### src/rtl/clk_switch_ctrl.sv
// Glitch-free clock source switch controller: sequences the AND-gate enables of two
// clock sources through disable, dead-time guard and enable, using synchronized acks.
module clk_switch_ctrl #(
  parameter int   SYNC_STAGES  = 2,
  parameter int   GUARD_CYCLES = 4,
  parameter int   TIMEOUT      = 255,
  parameter logic DEFAULT_SEL  = 1'b0
) (
  input  logic       clk,
  input  logic       rst_n,
  input  logic       req_valid,
  input  logic       req_sel,
  output logic       req_ready,
  input  logic       ack0,
  input  logic       ack1,
  output logic       en0,
  output logic       en1,
  output logic       cur_sel,
  output logic       busy,
  output logic       done,
  output logic       err,
  output logic [2:0] dbg_state
);

  localparam int CW = $clog2(TIMEOUT + 1);

  typedef enum logic [2:0] {
    IDLE    = 3'd0,
    DIS_OLD = 3'd1,
    GUARD   = 3'd2,
    EN_NEW  = 3'd3,
    ERROR   = 3'd4
  } state_t;

  // Handshake: a request transfers on a rising edge where req_valid && req_ready;
  // req_sel is sampled on that edge only, and req_valid without req_ready is dropped.

  state_t                 state_q, state_d;
  logic                   cur_q, cur_d;
  logic                   target_q, target_d;
  logic                   en0_q, en0_d;
  logic                   en1_q, en1_d;
  logic                   done_q, done_d;
  logic [CW-1:0]          wait_q, wait_d;
  logic [3:0]             guard_q, guard_d;
  logic [SYNC_STAGES-1:0] sync0_q, sync1_q;

  logic          s_ack0, s_ack1, s_ack_cur, s_ack_tgt;
  logic          wait_hit;
  logic [CW-1:0] wait_inc;

  assign s_ack0    = sync0_q[SYNC_STAGES-1];
  assign s_ack1    = sync1_q[SYNC_STAGES-1];
  assign s_ack_cur = cur_q    ? s_ack1 : s_ack0;
  assign s_ack_tgt = target_q ? s_ack1 : s_ack0;

  // Counter saturates at TIMEOUT; the wait state is left after exactly TIMEOUT cycles.
  assign wait_hit = (wait_q >= CW'(TIMEOUT - 1));
  assign wait_inc = (wait_q >= CW'(TIMEOUT)) ? wait_q : wait_q + 1'b1;

  always_ff @(posedge clk or negedge rst_n) begin
    if (!rst_n) begin
      sync0_q <= '0;
      sync1_q <= '0;
    end else begin
      sync0_q <= {sync0_q[SYNC_STAGES-2:0], ack0};
      sync1_q <= {sync1_q[SYNC_STAGES-2:0], ack1};
    end
  end

  always_ff @(posedge clk or negedge rst_n) begin
    if (!rst_n) begin
      state_q  <= IDLE;
      cur_q    <= DEFAULT_SEL;
      target_q <= DEFAULT_SEL;
      en0_q    <= ~DEFAULT_SEL;
      en1_q    <= DEFAULT_SEL;
      done_q   <= 1'b0;
      wait_q   <= '0;
      guard_q  <= '0;
    end else begin
      state_q  <= state_d;
      cur_q    <= cur_d;
      target_q <= target_d;
      en0_q    <= en0_d;
      en1_q    <= en1_d;
      done_q   <= done_d;
      wait_q   <= wait_d;
      guard_q  <= guard_d;
    end
  end

  always_comb begin
    state_d  = state_q;
    cur_d    = cur_q;
    target_d = target_q;
    en0_d    = en0_q;
    en1_d    = en1_q;
    done_d   = 1'b0;
    wait_d   = wait_q;
    guard_d  = guard_q;
    case (state_q)
      IDLE: begin
        if (req_valid) begin
          if (req_sel == cur_q) begin
            done_d = 1'b1;
          end else begin
            target_d = req_sel;
            state_d  = DIS_OLD;
            en0_d    = 1'b0;
            en1_d    = 1'b0;
            wait_d   = '0;
          end
        end
      end
      DIS_OLD: begin
        wait_d = wait_inc;
        if (!s_ack_cur) begin
          state_d = GUARD;
          guard_d = '0;
        end else if (wait_hit) begin
          state_d = ERROR;
        end
      end
      GUARD: begin
        guard_d = guard_q + 1'b1;
        if (guard_q == 4'(GUARD_CYCLES - 1)) begin
          state_d = EN_NEW;
          en0_d   = ~target_q;
          en1_d   = target_q;
          wait_d  = '0;
        end
      end
      EN_NEW: begin
        wait_d = wait_inc;
        if (s_ack_tgt) begin
          state_d = IDLE;
          cur_d   = target_q;
          done_d  = 1'b1;
        end else if (wait_hit) begin
          state_d = ERROR;
          en0_d   = 1'b0;
          en1_d   = 1'b0;
        end
      end
      ERROR: begin
        en0_d = 1'b0;
        en1_d = 1'b0;
        if (req_valid) begin
          target_d = req_sel;
          state_d  = DIS_OLD;
          wait_d   = '0;
        end
      end
      default: state_d = IDLE;
    endcase
  end

  assign en0       = en0_q;
  assign en1       = en1_q;
  assign cur_sel   = cur_q;
  assign done      = done_q;
  assign req_ready = (state_q == IDLE) || (state_q == ERROR);
  assign busy      = (state_q == DIS_OLD) || (state_q == GUARD) || (state_q == EN_NEW);
  assign err       = (state_q == ERROR);
  assign dbg_state = state_q;

endmodule

### config.mk
export PLATFORM = sky130hd
export DESIGN_NAME = clk_switch_ctrl
export DESIGN_NICKNAME = d
export VERILOG_FILES = /design/src/rtl/clk_switch_ctrl.sv
export SDC_FILE = /design/constraint.sdc
export NUM_CORES = 1
export LEC_CHECK = 0
export CAP_MARGIN = 20
export CORE_UTILIZATION = 50
export CTS_BUF_LIST = sky130_fd_sc_hd__clkbuf_16
export DETAILED_ROUTE_END_ITERATION = 10
export DONT_BUFFER_PORTS = 1
export GPL_TIMING_DRIVEN = 0
export PLACE_DENSITY = 0.63
export SETUP_SLACK_MARGIN = 0.3
export SYNTH_ARGS = -nofsm -noshare
export SYNTH_HDL_FRONTEND = slang
export SYNTH_SLANG_ARGS = --single-unit
### constraint.sdc
create_clock -name clk -period 2 [get_ports clk]
set_input_delay 0.4 -clock clk [delete_from_list [all_inputs] [get_ports clk]]
set_output_delay 0.4 -clock clk [all_outputs]
set_load 0.005 [all_outputs]
* Yosys cells after proc, flatten, opt, wreduce, memory -nomap -nowiden *
Cells that the tools add are included.

storage, ports and cells
  register bits = 24
  memory bits (writable) = 0
  bits in latches = 0
  output and inout bits = 10
  logic and storage cells = 78
  memories = 0
  ROM bits = 0

operators by class
  shift operators = 0
  equality and inequality tests = 14
  div/mod/pow operators = 0
  reduce and logical (&&, ||, !) cells = 15
  $mul = 0
  muxes and demuxes = 34
  bitwise operators = 1
  add/sub/neg operators = 2
  order comparisons = 2

operators by type and width
  operator                                                               number
  8-bit 2-to-1 mux                                                       5
  8-bit case mux with 4 select lines                                     1
  3-bit 2-to-1 mux                                                       7
  8-bit greater-or-equal comparator, second input constant               2
  2-bit != test, second input constant                                   8
  3-bit case mux with 5 select lines                                     1
  1-bit 2-to-1 mux                                                       14
  6-bit AND reduction                                                    2
  8-bit by 1-bit adder with 8-bit output, second input constant          1
  1-bit case mux with 4 select lines                                     2
  4-bit case mux with 2 select lines                                     1
  4-bit AND reduction                                                    2
  4-bit nonzero test                                                     2
  3-bit by 2-bit equality test with 1-bit output, second input constant  2
  4-bit by 1-bit adder with 4-bit output, second input constant          1
  4-bit by 2-bit equality test with 1-bit output, second input constant  1
  4-bit 2-to-1 mux                                                       1
  1-bit case mux with 2 select lines                                     2
  2-bit AND reduction                                                    2
  2-bit nonzero test                                                     2
  3-bit by 1-bit equality test with 1-bit output, second input constant  1
  3-bit equality test, second input constant                             1
  3-bit logical NOT                                                      1
  1-bit logical OR                                                       3
  3 further kinds                                                        3

* Depth between registers and ports, before layout *
Gate-level depths: netlist (run 1).

  word-level depth = 4
  mapped depth = 6

* Worst setup path before layout (run 1) *
Ideal clock, no wire load.

  path type = reg2reg
  start = register wait_q[1]
  end = register wait_q[1]
  setup time = 0.125 ns
  slack = 0.341 ns
  cell stages (with the launch flop) = 5
  arrival = 1.534 ns
  path through = dfrtp_1 > ha_1 > nand3_1 > o311ai_4 > mux2_4

between the ends
  cells in the longest elaborated chain, start to end = 3
  elaborated cells on any way between the ends = 6
  classes of those cells = add/sub (1); order compare (1); eq/ne (1); mux (2); reduce/logical (1)

RTL lines
  what                                                                                                RTL line  RTL
  start, declared                                                                                     44        logic [CW-1:0] wait_q, wait_d;
  start signal, assigned                                                                              88        wait_q <= wait_d;
  8-bit by 1-bit adder with 8-bit output / 8-bit greater-or-equal comparator (equally long branches)  59        assign wait_inc = (wait_q >= CW'(TIMEOUT)) ? wait_q : wait_q + 1'b1;
  8-bit 2-to-1 mux / 2-bit != test (equally long branches)                                            -
  8-bit case mux with 4 select lines / 6-bit AND reduction (equally long branches)                    -

Parallel ways exist; a longest one is shown, timed or not. The select of a mux whose other input is x is not followed.
A chain may end at the register's enable or synchronous reset.

* Worst setup path after layout (run 1) *
  start = register state_q[0] (netlist: dbg_state[0])
  end = output port err

between the ends
  cells in the longest elaborated chain, start to end = 1

RTL lines
  what                    RTL line  RTL
  start, declared         38        state_t state_q, state_d;
  start signal, assigned  82        state_q <= state_d;
  3-bit equality test     165       assign err = (state_q == ERROR);
  end, declared           21        output logic err,

Every way passes these cells.

==> impl_results.md, run 1 <==
* Initial core utilization at 0.527
* Synth Flop Type: dfrtp_1
* Routed WL at 2810 um
* Sequential Power Share at 0.316
* Gate power share at 0.458
* Detailed Route Iter0 Violations at 14
* Final hold violations at 0
* Wire length per cell at 16.4 um
* Share of layout cells above drive strength 1 at 0.291
* Hold/Removal Path Class: in2reg
* PwrDens at about 1600 nW/um^2
* GRT overflow at 0
* Final setup viols at 0
* Critical path's slowest cell: dfrtp_1
* Residual DRC at 0
* Period utilisation layout at 0.850
* Clk sinks at 24
* Cell Area, Synth at approximately 1300 um^2
* DR vias at just over 1000
* GRT Util Overall at 0.218
* Status: finished, final reports clean
* Worst-path cell chain: buf_6 > nor2_2 > and2_1
* Fin nets at 151
* Max Cap Viol at 0
* Switching power at a little over 0.9 mW
* DIE HEIGHT at between 50 and 60 um
* CTS clk-pin slew, worst paths at approximately 0.06 ns
* Sw Share at 0.361
* Part of the power in the clock network at 0.226
* Detailed Place HPWL at 1780 um
* Crit Path Class: reg2out
* Final slew viol count at 0
* Critical Path AT at 1.30 ns
* Peak supply drop at about 0.00086 V
* Worst slew pin tran at about 0.59 ns
* Power Internal at 1.63 mW
* First-pass GRT wire length at about 4300 um
* Via density at around 6
* Register bit total from synthesis at 24
* Die width at 53.1 um
* Core area at roughly 2500 um^2
* Async SR Flop Fraction at 1.00
* Vias in the first global route at between 900 and 1000
* Syn-to-layout area delta at 23.2%
* CP Data Required Time at about 1.6 ns
* Pleak at 0.715 nW
* Syn avg cell area at 10.5 um^2
* Die area at around 2800 um^2
* Fillers at between 150 and 200
* Worst hold path stage count at 0
* Final ANT Viol Nets at 0
* Gate count after technology mapping at ~120
* Post-layout util at 0.649
* Unrepaired setup endpoints after global routing: yes
* CP Launch Type: flip-flop
* Worst r2r path cells at 4
* # rows at 18
* Mapped Nets at 133
* Worst-path maximum fanout at 6
* CP endpoint kind: output pin
* Yosys Warn Count at 0
* Setup Total Neg Slack at 0 ns
* Post-synthesis sequential area ratio at 0.461
* Antenna diodes at 0
* Clk Tree Root Cell: clkbuf_16
* Unique masters post-synth at 44
* IO buf count at 0
* DRT Pass-1 Iters at 4
* Clock Latency Late Sink at roughly 0.26 ns
* Commonest non-fill, non-tap cell in the layout: dfrtp_1
* Maximum level of the CTS H-tree at 1
* Initial antenna violation count at 0
* Clock Skew at around 0.0031 ns
* EDFF count, synth at 0
* Largest net degree at the start of global routing at 25
* Inserted Clock Buffers at 3
* CTS Buffer Depth at 2
* Register Area at a little over 600 um^2
* Worst relative slew slack at 0.602
* Peak Freq at roughly 0.59 GHz
* Largest stage delay, worst path at ~0.43 ns
* Leading cell types in the layout, fill and taps excluded: dfrtp_1 (19), nand2_1 (13), nor2_1 (12)
* TritonCTS clock tree: built
* I/O pin count at 16
* Placer Congestion at between 0.8 and 0.9
* Fin crit period at roughly 1.7 ns
* Area of the multi-input gates at roughly 700 um^2
-- state kept, by name (all words and copies together), names as in the netlist --
register and cells:
wait_q 8, guard_q 4, dbg_state 3, sync0_q 2
sync1_q 2, cur_sel 1, done 1, en0 1
en1 1, target_q 1
-- critical path, delay by kind of cell (launching register included) --
| kind | cells | cell delay, ns |
|---|---|---|
| simple gates | 2 | 0.45 |
| flops | 1 | 0.43 |
| buf+inv | 1 | 0.15 |
-- what timing repair did --
action / CTS / global route
pin swaps: 4 / 6
hold buffers: 1 / 0
endpoints found under the setup margin: 8 / 9
buffers inserted: 5 / 6
hold endpoints to repair: 24 / 0
resized for setup: 6 / 11
-- synthesized netlist by cell type (all sizes together), types with 2 or more instances --
library cell | count | share of area
o311ai | 2 | 0.033
nor3 | 4 | 0.015
nand3 | 5 | 0.019
o31ai | 3 | 0.017
mux2 | 4 | 0.043
nand2 | 13 | 0.037
inv | 3 | 0.0086
a22o | 3 | 0.020
ha | 3 | 0.029
o22a | 5 | 0.040
or3b | 2 | 0.015
nor3b | 2 | 0.012
mux2i | 3 | 0.023
nor2 | 13 | 0.037
o21ai | 8 | 0.034
nor2b | 2 | 0.0096
buf | 3 | 0.012
xnor2 | 2 | 0.013
dfrtp | 23 | 0.44
a21oi | 3 | 0.012
-- metal layers --
metal,GRT usage,share of wire
met1,0.307,0.50
met2,0.329,0.45
met3,0.0345,0.031
met4,0.0921,0.015
met5,0,0
-- power by group through the flow --
stage          clock network, mW  logic (mW)  registers, mW
6_report                   0.577        1.17          0.805
5_1_grt                    0.600        1.27          0.825
4_1_cts                    0.578        1.01          0.793
3_5_place_dp                   0       0.875          0.797
3_3_place_gp                   0       0.866          0.790
2_1_floorplan                  0       0.738          0.756
-- metrics by stage --
| step | cell area (um^2) | power [mW] | hold WS (ns) | std cells | setup WS [ns] |
|---|---|---|---|---|---|
| 6_report | 1610 | 2.55 | 0.163 | 171 | 0.301 |
| 3_3_place_gp | 1340 | 1.66 | 0.105 | 154 | 0.129 |
| 2_1_floorplan | 1310 | 1.49 | 0.104 | 124 | 0.341 |
| 4_1_cts | 1510 | 2.38 | 0.162 | 164 | 0.283 |
| 5_1_grt | 1610 | 2.70 | 0.156 | 171 | 0.270 |
| 3_5_place_dp | 1340 | 1.67 | 0.105 | 154 | 0.116 |
-- worst paths after layout --
kind                                          start               endpoint  slack (ns)
hold / removal                                 ack0   sync0_q[0]$_DFF_PN0_        0.16
min in group asynchronous                     rst_n   sync1_q[1]$_DFF_PN0_        0.58
setup reg to reg               target_q$_DFFE_PN0P_        en0$_DFFE_PN1P_        0.32
max in group asynchronous                     rst_n  wait_q[1]$_DFFE_PN0P_        0.91
hold reg to reg                sync1_q[0]$_DFF_PN0_   sync1_q[1]$_DFF_PN0_        0.35
setup / recovery           dbg_state[0]$_DFFE_PN0P_                    err        0.30
-- final cells by class --
cell class	instances	share of cell area
flip-flops and latches	24	0.377
plain buffers	4	0.0163
clock buffers	3	0.0467
well taps	30	0.0233
repair buffers	13	0.0669
inverters	3	0.00700
clock inverters	1	0.0187
multi-input cells	93	0.444
-- kinds of logic (layout without fill, tap and decap cells) --
group	Yosys count	after routing	synth area share
muxes	7	7	0.0662
xor gates and xnor gates	3	3	0.0201
adders and majority gates	3	3	0.0288
DFF	24	24	0.461
and+or+nand+nor	49	49	0.198
AOI/OAI and AO/OA	31	31	0.203
buffers and inverters	7	24	0.0230
Note: power is estimated with default switching activity, not from simulation.
==> run 2: changes to the inputs <==
clock period = 1.7 ns   (was 2 ns; I/O delays follow)
==> run 2 against run 1 <==
Net effect: worst hold slack lost 0.060 ns; clock power grew 18%; combinational power grew 26%; register-to-register slack lost 0.29 ns; cell count grew 0.58%; critical path type is now reg2reg; largest power group unchanged.
==> impl_results.md, run 2 (synthesis gave the netlist of run 1 again) <==
* Hold/Removal Path Class: in2reg
* Peak supply drop at 0.00105 V
* Final Cell Area at about 1700 um^2
* Final slew viol count at 0
* Switching power at ~1.1 mW
* Placer Congestion at 0.806
* Residual DRC at 0
* Metal-1 WL at between 1000 and 1500 um
* Period utilisation layout at 0.981
* Peak Freq at between 0.5 and 0.6 GHz
* Placed cell count at ~150
* Min Hold Slack at approximately 0.1 ns
* Register Area at 608 um^2
* Max Used Layer: met4
* Die area at 2820 um^2
* Syn-to-layout area delta at 28.6%
* Vias in the first global route at approximately 970
* Met2 Wirelength at roughly 1300 um
* Inserted Clock Buffers at 3
* Max Cap Viol at 0
* CP Launch Type: flip-flop
* Crit Path Class: reg2reg
* Detailed Place HPWL at around 1800 um
* First-pass GRT wire length at 4630 um
* Fin crit period at roughly 1.7 ns
* Final hold violations at 0
* GRT Util Overall at 0.233
* Cell Count, Final, Fillers Out at around 170
* Final setup viols at 0
* DIE HEIGHT at 53.1 um
* Gate power share at 0.475
* TritonCTS clock tree: built
* GRT overflow at 0
* Status: finished, final reports clean
* Part of the power in the clock network at 0.219
* Most flops, register: wait_q
* Area of the multi-input gates at approximately 760 um^2
* Wire length per cell at around 16 um
* CP Data Required Time at ~1.8 ns
* Initial antenna violation count at 0
* Unrepaired setup endpoints after global routing: yes
* Clock Skew at about 0.0030 ns
* Core area at between 2000 and 2500 um^2
* PnR Total Power at ~3.1 mW
* Clock Latency Late Sink at 0.26 ns
* Max reg flops at 8
* I/O pin count at 16
* Commonest non-fill, non-tap cell in the layout: dfrtp_1
* # rows at 18
* Detailed Route Iter0 Violations at 20
* Fillers at 191
* Maximum level of the CTS H-tree at 1
* DR vias at roughly 1000
* DP Area at between 1000 and 1500 um^2
* Sequential Power Share at 0.306
* Final ANT Viol Nets at 0
* Antenna diodes at 0
* Sw Share at 0.355
* Worst-path maximum fanout at 6
* PwrDens at approximately 1900 nW/um^2
* CP endpoint kind: flip-flop
* Pleak at 0.744 nW
* Met3 WL at approximately 66 um
* CTS Buffer Depth at 2
* Share of layout cells above drive strength 1 at 0.373
* Worst slew pin tran at between 0.3 and 0.4 ns
* Leading cell types in the layout, fill and taps excluded: dfrtp_1 (18), nand2_1 (13), buf_4 (12), nor2_1 (12)
* Die width at 53.1 um
* Routed WL at between 2000 and 3000 um
* IO buf count at 0
* Power Internal at between 2 and 2.5 mW
* Clk sinks at 24
* Clk Tree Root Cell: clkbuf_16
* DRT Pass-1 Iters at 4
* Worst relative slew slack at 0.754
* Via density at roughly 5.9
* Initial core utilization at 0.527
* Largest net degree at the start of global routing at 25
* Fin nets at about 150
* CTS clk-pin slew, worst paths at ~0.070 ns
* Critical Path AT at approximately 1.8 ns
run 2: cell type report:
cell class,instances,share of cell area
buffer,4,0.0172
clock buffer,3,0.0447
clock inverter,1,0.0179
inverter,3,0.00671
multi-input combinational,93,0.450
sequential,24,0.362
tap,30,0.0224
timing repair buffer,14,0.0783
run 2: routing by layer:
| metal | vias up | track usage |
|---|---|---|
| li1 | 486 | - |
| met4 | 0 | 0.0965 |
| met1 | 508 | 0.305 |
| met2 | 18 | 0.378 |
| met5 | - | 0 |
| met3 | 5 | 0.0402 |
run 2: final timing paths:
| check | from | cells after the start | end | slack (ns) |
|---|---|---|---|---|
| min reg2reg | sync0_q[0]$_DFF_PN0_ | 0 | sync0_q[1]$_DFF_PN0_ | 0.36 |
| max | dbg_state[2]$_DFFE_PN0P_ | 4 | wait_q[1]$_DFFE_PN0P_ | 0.03 |
| min | ack0 | 0 | sync0_q[0]$_DFF_PN0_ | 0.10 |
| max in group asynchronous | rst_n | 2 | en0$_DFFE_PN1P_ | 0.80 |
| max reg2reg | dbg_state[2]$_DFFE_PN0P_ | 4 | wait_q[1]$_DFFE_PN0P_ | 0.03 |
| min in group asynchronous | rst_n | 1 | guard_q[1]$_DFFE_PN0P_ | 0.41 |
run 2: power by group through the flow:
stage | Sequential [mW] | Combinational [mW] | Clock [mW]
floorplan | 0.898 | 0.903 | 0
global placement | 0.945 | 1.05 | 0
detailed placement | 0.952 | 1.07 | 0
CTS | 0.946 | 1.32 | 0.686
global route | 0.982 | 1.61 | 0.719
finish | 0.951 | 1.48 | 0.682
run 2: worst max-delay path, stage by stage, from the launching register on:
cell	delay, ns
dfrtp_2	0.46
or3_4	0.39
o22a_4	0.25
o311ai_4	0.12
mux2_4	0.33
run 2: through the flow:
stage	setup slack, ns	setup TNS [ns]	util
floorplan	0.0840	0	-
global placement	-0.0626	-0.0626	0.549
detailed placement	-0.0645	-0.0645	0.549
CTS	0.0403	0	0.640
global route	-0.00906	-0.00906	0.677
finish	0.0328	0	0.677
run 2: repair_timing:
item | in CTS | in global routing
buffers inserted | 10 | 2
pin swaps | 6 | 9
endpoints found under the hold margin | 24 | 0
hold buffers | 1 | 0
setup endpoints to repair | 22 | 21
gates resized for setup | 12 | 13
==> run 3: changes to the inputs <==
HOLD_SLACK_MARGIN = 0.15   (was unset)
RECOVER_POWER = 50   (was unset)
TNS_END_PERCENT = 10   (was unset)
==> run 3 against run 2 <==
Net effect: clock power decreased by 2%; final area shrank 2.2%; maximum frequency is 2.6% lower; the run now ends with negative setup slack left; largest cell class unchanged; sequential cell count unchanged; die area did not move.
==> impl_results.md, run 3 (synthesis gave the netlist of run 1 again) <==
* Placed cell count at 154
* GRT overflow at 0
* Die width at 53.1 um
* Via density at around 5.7
* Largest net degree at the start of global routing at 25
* I/O pin count at 16
* Final slew viol count at 0
* Clock Skew at 0.00267 ns
* Min Hold Slack at approximately 0.23 ns
* Final ANT Viol Nets at 0
* TritonCTS clock tree: built
* Worst slew pin tran at about 0.56 ns
* Fin crit period at 1.71 ns
* Residual DRC at 0
* Worst-path cell chain: or3_4 > o22a_4 > o311ai_4 > mux2_4
* Worst-path maximum fanout at 7
* Pleak at 0.729 nW
* # rows at 18
* IO buf count at 0
* CP Launch Type: flip-flop
* CTS clk-pin slew, worst paths at ~0.060 ns
* Max reg flops at 8
* Final WS setup at -0.0121 ns
* Final hold violations at 0
* Syn-to-layout area delta at 25.8%
* Initial core utilization at 0.527
* Status: complete, but fails checks
* Max Cap Viol at 0
* Fillers at about 210
* Crit Path Class: reg2reg
* CP endpoint kind: flip-flop
* CTS Buffer Depth at 2
* Antenna diodes at 0
* DIE HEIGHT at 53.1 um
* Peak supply drop at 0.00137 V
* Die area at about 2800 um^2
* Setup Total Neg Slack at -0.0139 ns
* Critical path's slowest cell: dfrtp_1
* DRT Pass-1 Iters at 4
* Largest stage delay, worst path at 0.44 ns
* Clk sinks at 24
* GRT Util Overall at 0.217
* Critical Path AT at roughly 1.9 ns
* Placer Congestion at 0.753
* Final setup viols at 2
* CP Data Required Time at between 1.5 and 2 ns
* Worst relative slew slack at 0.629
* Commonest non-fill, non-tap cell in the layout: dfrtp_1
* Violated checks: negative setup slack
* Clk Tree Root Cell: clkbuf_16
* Post-layout util at 0.663
* First-pass GRT wire length at ~4400 um
* DP Area at 1360 um^2
* Vias in the first global route at roughly 960
* Inserted Clock Buffers at 3
* Crit-path leading delay family: flip-flops
* DR vias at between 900 and 1000
* Maximum level of the CTS H-tree at 1
* Hold/Removal Path Class: in2reg
* Peak Freq at between 0.5 and 0.6 GHz
* Initial antenna violation count at 0
* Cell Count, Final, Fillers Out at between 150 and 200
* Routed WL at 2670 um
* Final Cell Area at ~1600 um^2
* Leading cell types in the layout, fill and taps excluded: dfrtp_1 (21), nand2_1 (13), nor2_1 (11)
* Core area at between 2000 and 2500 um^2
* Unrepaired setup endpoints after global routing: yes
* Share of layout cells above drive strength 1 at 0.298
* Most flops, register: wait_q
* Period utilisation layout at 1.01
* PwrDens at between 1500 and 2000 nW/um^2
* Detailed Route Iter0 Violations at 13
* Fin nets at 151
* Wire length per cell at 15.6 um
* WP buf/inv at 0
* Detailed Place HPWL at about 1800 um
* Clock Latency Late Sink at 0.26 ns
==> run 3: cell types whose count changed in the layout (fill, tap and decap cells not counted), sizes merged <==
cell / before / now
buf: 16 / 12
dlygate4sd3: 1 / 3
dlymetal6s2s: 0 / 1
==> run 3: worst reg2reg max path, cell delays in order, from the launching register on <==
cell	delay, ns
dfrtp_1	0.44
or3_4	0.43
o22a_4	0.26
o311ai_4	0.14
mux2_4	0.34
==> run 3: final timing paths <==
| check | start | to | slack [ns] | cells past startpoint |
|---|---|---|---|---|
| setup / recovery | dbg_state[0]$_DFFE_PN0P_ | wait_q[1]$_DFFE_PN0P_ | -0.01 | 4 |
| hold / removal | req_valid | done$_DFF_PN0_ | 0.23 | 1 |
| setup reg to reg | dbg_state[0]$_DFFE_PN0P_ | wait_q[1]$_DFFE_PN0P_ | -0.01 | 4 |
| hold reg to reg | sync0_q[0]$_DFF_PN0_ | sync0_q[1]$_DFF_PN0_ | 0.35 | 0 |
| max in group asynchronous | rst_n | en0$_DFFE_PN1P_ | 0.29 | 2 |
| min in group asynchronous | rst_n | guard_q[2]$_DFFE_PN0P_ | 0.51 | 1 |
==> run 3: through the flow <==
stage	total power, mW	setup WS [ns]
2_1_floorplan	1.80	0.0835
3_3_place_gp	1.99	-0.0466
3_5_place_dp	2.03	-0.0774
4_1_cts	3.00	-0.00446
5_1_grt	3.19	-0.138
6_report	3.00	-0.0121
==> run 3: power breakdown <==
group / total (mW) / switching (mW) / internal (mW)
combinational: 1.39 / 0.669 / 0.726
clock: 0.666 / 0.199 / 0.468
sequential: 0.941 / 0.205 / 0.737
total: 3.00 / 1.07 / 1.93
==> run 3: routing by layer <==
layer / part of all wire / global-route usage / vias up
met2: 0.45 / 0.327 / 22
met1: 0.50 / 0.310 / 472
li1: - / - / 488
met4: 0 / 0.0395 / 0
met3: 0.043 / 0.0632 / 0
met5: 0 / 0 / -
==> run 3: cell type report <==
type	count	area [um^2]	share of cell area
inverter	3	11.3	0.00686
timing repair buffer	13	114	0.0694
tap	30	37.5	0.0229
sequential	24	604	0.368
multi-input combinational	93	741	0.451
clock inverter	1	30.0	0.0183
buffer	4	28.8	0.0175
clock buffer	3	75.1	0.0457
==> run 3: what timing repair did <==
action	in CTS	in global routing
hold buffers	3	0
pin swaps	13	4
buffers inserted	9	0
hold endpoints to repair	26	0
setup endpoints to repair	22	21
gates resized for setup	19	0
